--- src/rtl/das_sum_engine.sv ---
// Delay-and-sum engine: per output point, reads one delay per channel, fetches the
// addressed sample, accumulates, optionally averages, and streams the result out.
module das_sum_engine #(
    parameter int CH        = 8,
    parameter int SAMPLE_W  = 32,
    parameter int POINTS    = 768,
    parameter int DLY_AW    = 13,
    parameter int SMP_AW    = 13,
    parameter int SMP_DEPTH = 6144,
    parameter int RD_LAT    = 2,
    parameter int LOG2_CH   = $clog2(CH),
    parameter int SUM_W     = SAMPLE_W + LOG2_CH,
    parameter int IDX_W     = $clog2(POINTS)
) (
    input  logic                clk_i,
    input  logic                reset_ni,
    input  logic                start_i,
    input  logic                mode_i,
    output logic                busy_o,
    output logic                done_o,
    output logic                err_o,
    output logic [DLY_AW-1:0]   dly_addr_o,
    output logic                dly_en_o,
    input  logic [SMP_AW-1:0]   dly_data_i,
    output logic [SMP_AW-1:0]   smp_addr_o,
    output logic                smp_en_o,
    input  logic [SAMPLE_W-1:0] smp_data_i,
    output logic                out_valid_o,
    input  logic                out_ready_i,
    output logic [SUM_W-1:0]    out_data_o,
    output logic [IDX_W-1:0]    out_idx_o,
    output logic [2:0]          dbg_state_o
);

    localparam logic [2:0] S_IDLE   = 3'd0;
    localparam logic [2:0] S_RD_DLY = 3'd1;
    localparam logic [2:0] S_W_DLY  = 3'd2;
    localparam logic [2:0] S_RD_SMP = 3'd3;
    localparam logic [2:0] S_W_SMP  = 3'd4;
    localparam logic [2:0] S_OUT    = 3'd5;
    localparam logic [2:0] S_DONE   = 3'd6;

    // Handshake: a result transfers on a cycle where out_valid_o and out_ready_i are both
    // high; out_data_o/out_idx_o are registers that only change on entry to S_OUT.

    logic [2:0]              state_q, state_d;
    logic                    mode_q, mode_d;
    logic                    err_q, err_d;
    logic                    skip_q, skip_d;
    logic [IDX_W-1:0]        t_q, t_d;
    logic [LOG2_CH-1:0]      c_q, c_d;
    logic [2:0]              w_q, w_d;
    logic signed [SUM_W-1:0] acc_q, acc_d;
    logic [DLY_AW-1:0]       dly_addr_q, dly_addr_d;
    logic [SMP_AW-1:0]       smp_addr_q, smp_addr_d;
    logic [SUM_W-1:0]        out_data_q, out_data_d;
    logic [IDX_W-1:0]        out_idx_q, out_idx_d;

    logic                    w_last;
    logic                    oor;
    logic signed [SUM_W-1:0] contrib;
    logic signed [SUM_W-1:0] acc_sum;

    always_comb begin
        w_last  = (w_q == 3'(RD_LAT - 1));
        oor     = (32'(dly_data_i) >= SMP_DEPTH);
        contrib = skip_q ? '0 : {{LOG2_CH{smp_data_i[SAMPLE_W-1]}}, smp_data_i};
        acc_sum = acc_q + contrib;

        state_d    = state_q;
        mode_d     = mode_q;
        err_d      = err_q;
        skip_d     = skip_q;
        t_d        = t_q;
        c_d        = c_q;
        w_d        = w_q;
        acc_d      = acc_q;
        dly_addr_d = dly_addr_q;
        smp_addr_d = smp_addr_q;
        out_data_d = out_data_q;
        out_idx_d  = out_idx_q;

        case (state_q)
            S_IDLE: begin
                if (start_i) begin
                    mode_d  = mode_i;
                    err_d   = 1'b0;
                    t_d     = '0;
                    c_d     = '0;
                    acc_d   = '0;
                    state_d = S_RD_DLY;
                end
            end
            S_RD_DLY: begin
                w_d     = '0;
                state_d = S_W_DLY;
            end
            S_W_DLY: begin
                if (w_last) begin
                    smp_addr_d = dly_data_i;
                    skip_d     = oor;
                    state_d    = S_RD_SMP;
                end else begin
                    w_d = w_q + 3'd1;
                end
            end
            S_RD_SMP: begin
                if (skip_q) err_d = 1'b1;
                w_d     = '0;
                state_d = S_W_SMP;
            end
            S_W_SMP: begin
                if (w_last) begin
                    acc_d = acc_sum;
                    if (c_q != LOG2_CH'(CH - 1)) begin
                        c_d     = c_q + LOG2_CH'(1);
                        state_d = S_RD_DLY;
                    end else begin
                        out_data_d = mode_q ? SUM_W'(acc_sum >>> LOG2_CH) : acc_sum;
                        out_idx_d  = t_q;
                        state_d    = S_OUT;
                    end
                end else begin
                    w_d = w_q + 3'd1;
                end
            end
            S_OUT: begin
                if (out_ready_i) begin
                    acc_d = '0;
                    c_d   = '0;
                    if (t_q != IDX_W'(POINTS - 1)) begin
                        t_d     = t_q + IDX_W'(1);
                        state_d = S_RD_DLY;
                    end else begin
                        state_d = S_DONE;
                    end
                end
            end
            S_DONE:  state_d = S_IDLE;
            default: state_d = S_IDLE;
        endcase

        // Delay address is registered on entry so it is valid for the whole RD_DLY cycle.
        if (state_d == S_RD_DLY && state_q != S_RD_DLY) begin
            dly_addr_d = DLY_AW'(c_d) * DLY_AW'(POINTS) + DLY_AW'(t_d);
        end
    end

    always_ff @(posedge clk_i or negedge reset_ni) begin
        if (!reset_ni) begin
            state_q    <= S_IDLE;
            mode_q     <= 1'b0;
            err_q      <= 1'b0;
            skip_q     <= 1'b0;
            t_q        <= '0;
            c_q        <= '0;
            w_q        <= '0;
            acc_q      <= '0;
            dly_addr_q <= '0;
            smp_addr_q <= '0;
            out_data_q <= '0;
            out_idx_q  <= '0;
        end else begin
            state_q    <= state_d;
            mode_q     <= mode_d;
            err_q      <= err_d;
            skip_q     <= skip_d;
            t_q        <= t_d;
            c_q        <= c_d;
            w_q        <= w_d;
            acc_q      <= acc_d;
            dly_addr_q <= dly_addr_d;
            smp_addr_q <= smp_addr_d;
            out_data_q <= out_data_d;
            out_idx_q  <= out_idx_d;
        end
    end

    assign busy_o      = (state_q != S_IDLE) && (state_q != S_DONE);
    assign done_o      = (state_q == S_DONE);
    assign err_o       = err_q;
    assign dly_addr_o  = dly_addr_q;
    assign dly_en_o    = (state_q == S_RD_DLY);
    assign smp_addr_o  = smp_addr_q;
    assign smp_en_o    = (state_q == S_RD_SMP) && !skip_q;
    assign out_valid_o = (state_q == S_OUT);
    assign out_data_o  = out_data_q;
    assign out_idx_o   = out_idx_q;
    assign dbg_state_o = state_q;

endmodule
--- config.mk ---
export PLATFORM = sky130hd
export DESIGN_NAME = das_sum_engine
export DESIGN_NICKNAME = d
export VERILOG_FILES = /design/src/rtl/das_sum_engine.sv
export SDC_FILE = /design/constraint.sdc
export NUM_CORES = 1
export LEC_CHECK = 0
export ABC_AREA = 1
export CAP_MARGIN = 20
export CORE_ASPECT_RATIO = 0.5
export CORE_MARGIN = 2
export CORE_UTILIZATION = 45
export CTS_CLUSTER_DIAMETER = 150
export DETAILED_ROUTE_END_ITERATION = 8
export GPL_ROUTABILITY_DRIVEN = 0
export PLACE_DENSITY_LB_ADDON = 0.15
export SLEW_MARGIN = 20
export SYNTH_ARGS = -nofsm -noshare
export SYNTH_HDL_FRONTEND = slang
export SYNTH_SLANG_ARGS = --single-unit
export TNS_END_PERCENT = 5
--- constraint.sdc ---
create_clock -name clk_i -period 2.7 [get_ports clk_i]
set_input_delay 0.54 -clock clk_i [delete_from_list [all_inputs] [get_ports clk_i]]
set_output_delay 0.54 -clock clk_i [all_outputs]
set_load 0.01 [all_outputs]
==> report_table.html, run 1 <==
<table>
<tr><th>Metric</th><th>Value</th></tr>
<tr><th colspan="2">Run status</th></tr>
<tr><td>Result of the run</td><td>finished clean</td></tr>
<tr><th colspan="2">Worst setup path</th></tr>
<tr><td>Start point of the critical path</td><td>c_q[0]</td></tr>
<tr><td>Kind of capture point of the worst setup path</td><td>register</td></tr>
<tr><td>Worst setup path end</td><td>dly_addr_o[11]</td></tr>
<tr><td>Kind of critical path</td><td>reg2reg</td></tr>
<tr><td>Maximum fanout along the worst path</td><td>3</td></tr>
<tr><td>Setup crit start kind</td><td>register</td></tr>
<tr><td>Reg2reg end</td><td>dly_addr_o[11]</td></tr>
<tr><td>Critical Path RT</td><td>3.02 ns</td></tr>
<tr><td>Register-to-register setup slack</td><td>0.04 ns</td></tr>
<tr><td>Arrival time of data at the critical path endpoint</td><td>2.97 ns</td></tr>
<tr><td>Reg2reg path depth</td><td>14</td></tr>
<tr><td>Source of the worst register-to-register timing path</td><td>c_q[0]</td></tr>
<tr><th colspan="2">Placement</th></tr>
<tr><td>Number of input and output port buffers inserted</td><td>129</td></tr>
<tr><td>Worst setup timing slack at the placement stage</td><td>-0.425 ns</td></tr>
<tr><td>HPWL after DPL</td><td>18.5 mm</td></tr>
<tr><td>Placed Cells</td><td>around 1,600</td></tr>
<tr><th colspan="2">Die</th></tr>
<tr><td>I/O Pins</td><td>between 100 and 150</td></tr>
<tr><td>Die outline area</td><td>just under 0.02 mm²</td></tr>
<tr><td>Core Rows</td><td>34</td></tr>
<tr><td>Y dimension of the die</td><td>a little under 100 µm</td></tr>
<tr><td>Initial standard-cell utilization of the core</td><td>0.464</td></tr>
<tr><td>Die Width</td><td>~190 µm</td></tr>
<tr><td>Core Area</td><td>0.0175 mm²</td></tr>
<tr><th colspan="2">STA</th></tr>
<tr><td>Transition time of the tightest slew-check pin</td><td>roughly 0.56 ns</td></tr>
<tr><td>RSZ-0062 raised after global routing</td><td>yes</td></tr>
<tr><td>Maximum clock rate</td><td>0.377 GHz</td></tr>
<tr><td>Final Hold Viols</td><td>0</td></tr>
<tr><td>Slew Limit Headroom</td><td>0.628</td></tr>
<tr><td>Final min period</td><td>2.66 ns</td></tr>
<tr><td>Final setup fails</td><td>0</td></tr>
<tr><td>Final Worst Setup Slack</td><td>0.0450 ns</td></tr>
<tr><td>Final worst clock skew</td><td>0.0104 ns</td></tr>
<tr><td>Period utilisation layout</td><td>0.983</td></tr>
<tr><td>Worst hold margin</td><td>~0.072 ns</td></tr>
<tr><td>Number of slew-limit violations in the final report</td><td>0</td></tr>
<tr><th colspan="2">Drt</th></tr>
<tr><td>Average wire per standard cell</td><td>15.2 µm</td></tr>
<tr><td>Vias</td><td>8,080</td></tr>
<tr><td>Total wire length</td><td>24.3 mm</td></tr>
<tr><td>Drc violations</td><td>0</td></tr>
<tr><td>Final antenna-violating net count</td><td>0</td></tr>
<tr><td>Vias per std cell</td><td>5.06</td></tr>
<tr><td>Number of iterations in the first detailed-routing pass</td><td>7</td></tr>
<tr><td>Drt first-iter violations</td><td>approximately 490</td></tr>
<tr><th colspan="2">Clocking</th></tr>
<tr><td>TritonCTS clock tree</td><td>yes</td></tr>
<tr><td>Worst-path clk slew</td><td>approximately 0.060 ns</td></tr>
<tr><td>Clock root buffer</td><td>clkbuf_16</td></tr>
<tr><td>Maximum count of clock buffers along a single path</td><td>2</td></tr>
<tr><td>Cts bufs inserted</td><td>17</td></tr>
<tr><td>Clock sink count</td><td>approximately 130</td></tr>
<tr><td>Hold-fix buffer count after cts</td><td>0</td></tr>
<tr><td>Worst skew pair latency</td><td>0.43 ns</td></tr>
<tr><td>Maximum level of the CTS H-tree</td><td>4</td></tr>
<tr><th colspan="2">Global routing</th></tr>
<tr><td>Aggregate global-route resource usage</td><td>0.256</td></tr>
<tr><td>Maximum number of pins on one net before global-route repair</td><td>43</td></tr>
<tr><td>Number of global-route vias before repair</td><td>8,068</td></tr>
<tr><td>First-pass GRT wire length</td><td>39.6 mm</td></tr>
<tr><td>Antenna violations before repair</td><td>0</td></tr>
<tr><td>Remaining global-route overflow</td><td>0</td></tr>
<tr><th colspan="2">Synthesis</th></tr>
<tr><td>Top post-synthesis cells by area</td><td>dfrtp_1 (39%), nand2_1 (17%), ha_1 (6.6%), inv_1 (5.8%), nand3_1 (4.7%)</td></tr>
<tr><td>Post-synth cell types</td><td>43</td></tr>
<tr><td>Post-synthesis net count</td><td>between 1,000 and 1,500</td></tr>
<tr><td>Number of synthesized register bits</td><td>128</td></tr>
<tr><td>Cell Area, Synth</td><td>0.00814 mm²</td></tr>
<tr><td>Mean instance size in the synthesized netlist</td><td>~7.4 µm²</td></tr>
<tr><td>Syn. warnings</td><td>0</td></tr>
<tr><td>Count of flip-flops with a built-in enable after synthesis</td><td>0</td></tr>
<tr><td>Primary FF master, synth</td><td>dfrtp_1</td></tr>
<tr><td>Share of flip-flops with an asynchronous set or reset after synthesis</td><td>1.00</td></tr>
<tr><td>Area leader, netlist</td><td>dfrtp_1</td></tr>
<tr><td>Post-synthesis cell count</td><td>1,099</td></tr>
<tr><td>Seq/Total Area, Yosys</td><td>0.394</td></tr>
<tr><td>Share of the synthesized area in the top cell type</td><td>0.394</td></tr>
<tr><th colspan="2">Hold path</th></tr>
<tr><td>Min-Delay Path Class</td><td>in2async</td></tr>
<tr><th colspan="2">Layout</th></tr>
<tr><td>Net count of the finished layout</td><td>around 1,400</td></tr>
<tr><td>Most common cell after layout, fill and taps aside</td><td>nand2_1</td></tr>
<tr><td>Ant diodes</td><td>0</td></tr>
<tr><td>Share of layout cells above drive strength 1</td><td>0.166</td></tr>
<tr><td>Multi-input gate area in the final layout</td><td>0.00437 mm²</td></tr>
<tr><td>Number of non-filler instances in the completed layout</td><td>1,596</td></tr>
<tr><td>Seq. cell area</td><td>around 0.0032 mm²</td></tr>
<tr><td>Highest-count cells in the layout ignoring fill and taps</td><td>nand2_1 (367), clkdlybuf4s50_1 (128), dfrtp_1 (126), buf_4 (125), inv_1 (124)</td></tr>
<tr><td>Core occupancy in the finished layout</td><td>0.642</td></tr>
<tr><td>Fillers</td><td>~1,600</td></tr>
<tr><td>Area growth from synthesis to layout</td><td>38.2%</td></tr>
<tr><th colspan="2">Pwr</th></tr>
<tr><td>Internal power consumption</td><td>~0.006 W</td></tr>
<tr><td>Part of the total power dissipated in the clock network</td><td>0.249</td></tr>
<tr><td>Power density over cell area</td><td>862 mW/mm²</td></tr>
<tr><td>Combinational fraction of design power</td><td>0.492</td></tr>
<tr><td>Maximum vdd ir drop</td><td>around 0.00055 V</td></tr>
<tr><td>PnR Total Power</td><td>a little under 0.01 W</td></tr>
<tr><td>Switching part of the total</td><td>0.398</td></tr>
<tr><td>Switching power summed over all nets</td><td>0.00386 W</td></tr>
<tr><td>Total leakage power</td><td>approximately 5.8 nW</td></tr>
<tr><td>Power share of the sequential group</td><td>0.260</td></tr>
<tr><th colspan="2">Flow run</th></tr>
<tr><td>Total of max-cap violations</td><td>0</td></tr>
</table>
what timing repair did:
item,in CTS,in global routing
endpoints found under the setup margin,1,10
gates resized for setup,1,24
pin swaps,0,9
setup buffers,0,9
Yosys cell counts (2+ instances only):
| cell type | instances |
|---|---|
| a21oi_1 | 50 |
| xnor2_1 | 13 |
| or2_2 | 2 |
| o211ai_1 | 4 |
| inv_2 | 9 |
| nand3b_1 | 11 |
| inv_1 | 125 |
| o221ai_1 | 10 |
| o21ai_0 | 49 |
| o31ai_1 | 3 |
| nor2_2 | 2 |
| o22ai_1 | 5 |
| nand3_1 | 76 |
| ha_1 | 43 |
| xor2_1 | 10 |
| nand3_4 | 2 |
| nor2_8 | 3 |
| o211ai_2 | 4 |
| o21a_1 | 5 |
| o21ai_2 | 14 |
| and2_1 | 6 |
| fa_1 | 3 |
| nor3_1 | 6 |
| inv_4 | 2 |
| nor3_2 | 4 |
| nor2_4 | 2 |
| nor2_1 | 95 |
| o21ai_1 | 3 |
| buf_6 | 4 |
| dfrtp_1 | 128 |
| o21bai_1 | 5 |
| nand4_1 | 4 |
| nand2_1 | 371 |
| clkbuf_1 | 4 |
| buf_2 | 14 |
metrics by stage:
step	TNS, ns	cell area [µm²]
final	0	11200
after global routing	-0.104	11200
after CTS	0	11100
after detailed placement	-6.54	10500
after global placement	-4.32	10500
after floorplan	0	8150
worst min-delay path by stage:
stage,slack [ns],start,cells after the start,endpoint
2_1_floorplan,0.24,reset_ni,0,acc_q[0]
4_1_cts,0.09,reset_ni,1,out_data_o[3]
5_1_grt,0.10,reset_ni,1,out_data_o[6]
6_report,0.07,reset_ni,1,out_data_o[6]
3_5_place_dp,0.46,smp_addr_o[9],2,smp_addr_o[9]
3_3_place_gp,0.45,smp_addr_o[4],2,smp_addr_o[4]
flip-flops by register name (all words and copies together), names as in the netlist:
name	cells
t_q	10
skip_q	1
smp_addr_o	13
dly_addr_o	13
w_q	3
c_q	3
err_o	1
acc_q	35
dbg_state_o	3
mode_q	1
out_data_o	35
out_idx_o	10
critical path, stage by stage (launching register included):
cell and delay (ns):
dfrtp_1 0.41, ha_1 0.24, nand2_2 0.09, nand2_2 0.07, nand3_2 0.06, nand2_1 0.06, nor2_2 0.16, o22ai_2 0.11
ha_2 0.19, fa_1 0.59, nand3_1 0.09, nand2_1 0.07, xor2_1 0.17, xnor2_1 0.15, o21ai_2 0.06
power by group through the flow:
stage / Combinational [W] / Clock [W] / Sequential [W]
6_report: 0.00477 / 0.00241 / 0.00252
5_1_grt: 0.00524 / 0.00253 / 0.00255
4_1_cts: 0.00462 / 0.00243 / 0.00253
3_5_place_dp: 0.00458 / 0 / 0.00256
3_3_place_gp: 0.00449 / 0 / 0.00255
2_1_floorplan: 0.00243 / 0 / 0.00258
area by class of cell:
type                    instances  share of cell area
clock inverters                12              0.0140
well taps                     234              0.0260
flip-flops and latches        128               0.285
multi-input cells             812               0.389
clock buffers                  19              0.0394
inverters                     136              0.0458
repair buffers                255               0.201
cell families after synthesis:
group	share of synthesized area
and+or+nand+nor	0.311
DFF	0.394
xor gates and xnor gates	0.0247
buffers and inverters	0.0802
AOI/OAI and AO/OA	0.117
adders and majority gates	0.0735
per-layer routing:
| metal | track usage | wire [µm] |
|---|---|---|
| met3 | 0.0566 | 1210 |
| met5 | 0 | 0 |
| met1 | 0.333 | 11100 |
| met4 | 0.0950 | 594 |
| met2 | 0.423 | 11300 |
(Power assumes the default switching activity.)
==> run 2, diff against run 1 <==
--- a/config.mk
+++ b/config.mk
@@ -13,7 +13,8 @@
 export CTS_CLUSTER_DIAMETER = 150
 export DETAILED_ROUTE_END_ITERATION = 8
 export GPL_ROUTABILITY_DRIVEN = 0
-export PLACE_DENSITY_LB_ADDON = 0.15
+export PLACE_DENSITY = 0.74
+export RECOVER_POWER = 100
 export SLEW_MARGIN = 20
 export SYNTH_ARGS = -nofsm -noshare
 export SYNTH_HDL_FRONTEND = slang
==> report_table.html, run 2 (synthesized netlist as in run 1, its figures left out) <==
<table>
<tr><th>Metric</th><th>Value</th></tr>
<tr><th colspan="2">STA</th></tr>
<tr><td>Maximum clock rate</td><td>0.369 GHz</td></tr>
<tr><td>RSZ-0062 raised after global routing</td><td>yes</td></tr>
<tr><td>Transition time of the tightest slew-check pin</td><td>1.35 ns</td></tr>
<tr><td>TNS Setup</td><td>-0.00805 ns</td></tr>
<tr><td>Final worst clock skew</td><td>0.0102 ns</td></tr>
<tr><td>Final Worst Setup Slack</td><td>-0.00805 ns</td></tr>
<tr><td>Final setup fails</td><td>1</td></tr>
<tr><td>Worst hold margin</td><td>0.406 ns</td></tr>
<tr><td>Final Hold Viols</td><td>0</td></tr>
<tr><td>Period utilisation layout</td><td>1.00</td></tr>
<tr><td>Slew Limit Headroom</td><td>0.103</td></tr>
<tr><td>Final min period</td><td>between 2 and 3 ns</td></tr>
<tr><td>Number of slew-limit violations in the final report</td><td>0</td></tr>
<tr><th colspan="2">Worst setup path</th></tr>
<tr><td>Standard cell with the maximum stage delay on the critical path</td><td>fa_1</td></tr>
<tr><td>Kind of capture point of the worst setup path</td><td>register</td></tr>
<tr><td>Critical Path RT</td><td>~3 ns</td></tr>
<tr><td>Worst Path Buf+Inv</td><td>1</td></tr>
<tr><td>Cell-by-cell trace of the critical path</td><td>ha_1 -&gt; nand2_2 -&gt; nand2_1 -&gt; nand3_2 -&gt; nand2_1 -&gt; nor2_2 -&gt; o22ai_2 -&gt; buf_4 -&gt; fa_1 -&gt; nand3_1 -&gt; nand2_1 -&gt; xor2_1 -&gt; xnor2_1 -&gt; o21ai_2</td></tr>
<tr><td>Kind of cell adding the most delay to the critical path</td><td>adder cells</td></tr>
<tr><td>Setup crit start kind</td><td>register</td></tr>
<tr><td>Most frequent cell on the critical path</td><td>nand2_1</td></tr>
<tr><td>Largest incremental delay on the critical path</td><td>0.59 ns</td></tr>
<tr><td>Kind of critical path</td><td>reg2reg</td></tr>
<tr><td>Arrival time of data at the critical path endpoint</td><td>about 3.0 ns</td></tr>
<tr><td>Maximum fanout along the worst path</td><td>3</td></tr>
<tr><th colspan="2">Global routing</th></tr>
<tr><td>Number of global-route vias before repair</td><td>8,340</td></tr>
<tr><td>Met2 track demand over resource</td><td>0.430</td></tr>
<tr><td>Grt met1 use</td><td>0.337</td></tr>
<tr><td>Routing usage on met3</td><td>0.0593</td></tr>
<tr><td>GRT Max-Usage Layer</td><td>met2</td></tr>
<tr><td>Antenna violations before repair</td><td>0</td></tr>
<tr><td>First-pass GRT wire length</td><td>40.1 mm</td></tr>
<tr><td>Aggregate global-route resource usage</td><td>0.257</td></tr>
<tr><td>Remaining global-route overflow</td><td>0</td></tr>
<tr><td>Maximum number of pins on one net before global-route repair</td><td>71</td></tr>
<tr><th colspan="2">Drt</th></tr>
<tr><td>Final antenna-violating net count</td><td>0</td></tr>
<tr><td>Vias per std cell</td><td>between 5 and 6</td></tr>
<tr><td>Vias</td><td>8,151</td></tr>
<tr><td>Average wire per standard cell</td><td>~16 µm</td></tr>
<tr><td>Total wire length</td><td>24.4 mm</td></tr>
<tr><td>Drc violations</td><td>0</td></tr>
<tr><td>Drt first-iter violations</td><td>between 500 and 600</td></tr>
<tr><td>Number of iterations in the first detailed-routing pass</td><td>5</td></tr>
<tr><th colspan="2">Run status</th></tr>
<tr><td>Result of the run</td><td>complete, but fails checks</td></tr>
<tr><td>Failing checks</td><td>negative setup slack</td></tr>
<tr><th colspan="2">Clocking</th></tr>
<tr><td>Cts bufs inserted</td><td>17</td></tr>
<tr><td>Clock sink count</td><td>128</td></tr>
<tr><td>Clock root buffer</td><td>clkbuf_16</td></tr>
<tr><td>Maximum count of clock buffers along a single path</td><td>2</td></tr>
<tr><td>Worst-path clk slew</td><td>roughly 0.060 ns</td></tr>
<tr><td>Maximum level of the CTS H-tree</td><td>4</td></tr>
<tr><td>TritonCTS clock tree</td><td>yes</td></tr>
<tr><td>Worst skew pair latency</td><td>0.42 ns</td></tr>
<tr><td>Hold-fix buffer count after cts</td><td>0</td></tr>
<tr><th colspan="2">Layout</th></tr>
<tr><td>Multi-input gate area in the final layout</td><td>approximately 0.0044 mm²</td></tr>
<tr><td>Share of layout cells above drive strength 1</td><td>0.156</td></tr>
<tr><td>Highest-count cells in the layout ignoring fill and taps</td><td>nand2_1 (367), dfrtp_1 (126), clkdlybuf4s50_1 (126), inv_1 (123), buf_4 (94)</td></tr>
<tr><td>Fillers</td><td>1,493</td></tr>
<tr><td>Net count of the finished layout</td><td>1,419</td></tr>
<tr><td>Ant diodes</td><td>0</td></tr>
<tr><td>Seq. cell area</td><td>0.00321 mm²</td></tr>
<tr><td>Area growth from synthesis to layout</td><td>37.1%</td></tr>
<tr><td>Most common cell after layout, fill and taps aside</td><td>nand2_1</td></tr>
<tr><td>Core occupancy in the finished layout</td><td>0.637</td></tr>
<tr><th colspan="2">Placement</th></tr>
<tr><td>HPWL after DPL</td><td>18.2 mm</td></tr>
<tr><td>Number of input and output port buffers inserted</td><td>129</td></tr>
<tr><td>Worst setup timing slack at the placement stage</td><td>-0.414 ns</td></tr>
<tr><th colspan="2">Die</th></tr>
<tr><td>I/O Pins</td><td>130</td></tr>
<tr><td>Core Area</td><td>0.0175 mm²</td></tr>
<tr><td>Die Width</td><td>194 µm</td></tr>
<tr><td>Y dimension of the die</td><td>99.1 µm</td></tr>
<tr><td>Die outline area</td><td>between 0.015 and 0.02 mm²</td></tr>
<tr><td>Initial standard-cell utilization of the core</td><td>0.464</td></tr>
<tr><td>Core Rows</td><td>34</td></tr>
<tr><th colspan="2">Pwr</th></tr>
<tr><td>Switching part of the total</td><td>0.393</td></tr>
<tr><td>Switching power summed over all nets</td><td>0.00384 W</td></tr>
<tr><td>Combinational fraction of design power</td><td>0.468</td></tr>
<tr><td>Part of the total power dissipated in the clock network</td><td>0.272</td></tr>
<tr><td>Power share of the sequential group</td><td>0.260</td></tr>
<tr><td>Internal power consumption</td><td>between 0.005 and 0.006 W</td></tr>
<tr><td>Maximum vdd ir drop</td><td>0.000532 V</td></tr>
<tr><td>Power density over cell area</td><td>between 800 and 900 mW/mm²</td></tr>
<tr><td>Total leakage power</td><td>5.70 nW</td></tr>
<tr><th colspan="2">Flow run</th></tr>
<tr><td>Total of max-cap violations</td><td>0</td></tr>
<tr><th colspan="2">Hold path</th></tr>
<tr><td>Min-Delay Path Class</td><td>in2async</td></tr>
</table>
run 2: cell count changes in the layout (fill, tap and decap cells not counted), sizes merged:
cell	change
bufinv	+2
dlymetal6s2s	+2
clkbuf	+5
clkinvlp	-2
clkdlybuf4s50	-2
buf	-30
inv	-1
run 2: per-layer routing:
layer / vias to the layer above / wire (µm)
met4: 0 / 458
met1: 3876 / 11200
li1: 3986 / -
met3: 38 / 1360
met2: 251 / 11400
met5: - / 0
run 2: repair_timing:
item	4_1_cts	5_1_grt
endpoints found under the setup margin	2	33
resized for setup	7	27
gates cloned	0	0
buffers inserted	1	2
pin swaps	3	3
run 2: worst paths after layout:
path / end / start / cells past startpoint / slack [ns]
worst max register to register: dly_addr_o[11] / c_q[0] / 14 / -0.008
worst min register to register: smp_addr_o[3] / smp_addr_o[3] / 2 / 0.47
min in group clk_i: smp_addr_o[3] / smp_addr_o[3] / 2 / 0.47
worst max-delay path: dly_addr_o[11] / c_q[0] / 14 / -0.008
max in group asynchronous: dbg_state_o[0] / reset_ni / 2 / 0.45
worst min-delay path: dly_addr_o[12] / reset_ni / 1 / 0.41
run 2: power by group through the flow:
stage	Sequential (W)	Clock, W	Combinational (W)
4_1_cts	0.00254	0.00267	0.00445
5_1_grt	0.00259	0.00277	0.00502
3_5_place_dp	0.00256	0	0.00438
3_3_place_gp	0.00255	0	0.00429
2_1_floorplan	0.00258	0	0.00243
6_report	0.00254	0.00266	0.00458
run 2: layout make-up:
cell class,count,area share
sequential,128,0.287
tap,234,0.0262
clock buffer,21,0.0422
inverter,136,0.0462
multi-input combinational,812,0.395
timing repair buffer,228,0.185
clock inverter,11,0.0181
run 2: metrics by stage:
stage | cells | power, W | cell area, µm²
after detailed placement | 1535 | 0.00694 | 10300
after floorplan | 1099 | 0.00502 | 8150
after global routing | 1570 | 0.0104 | 11200
after global placement | 1535 | 0.00684 | 10300
after CTS | 1568 | 0.00965 | 11000
final | 1570 | 0.00977 | 11200
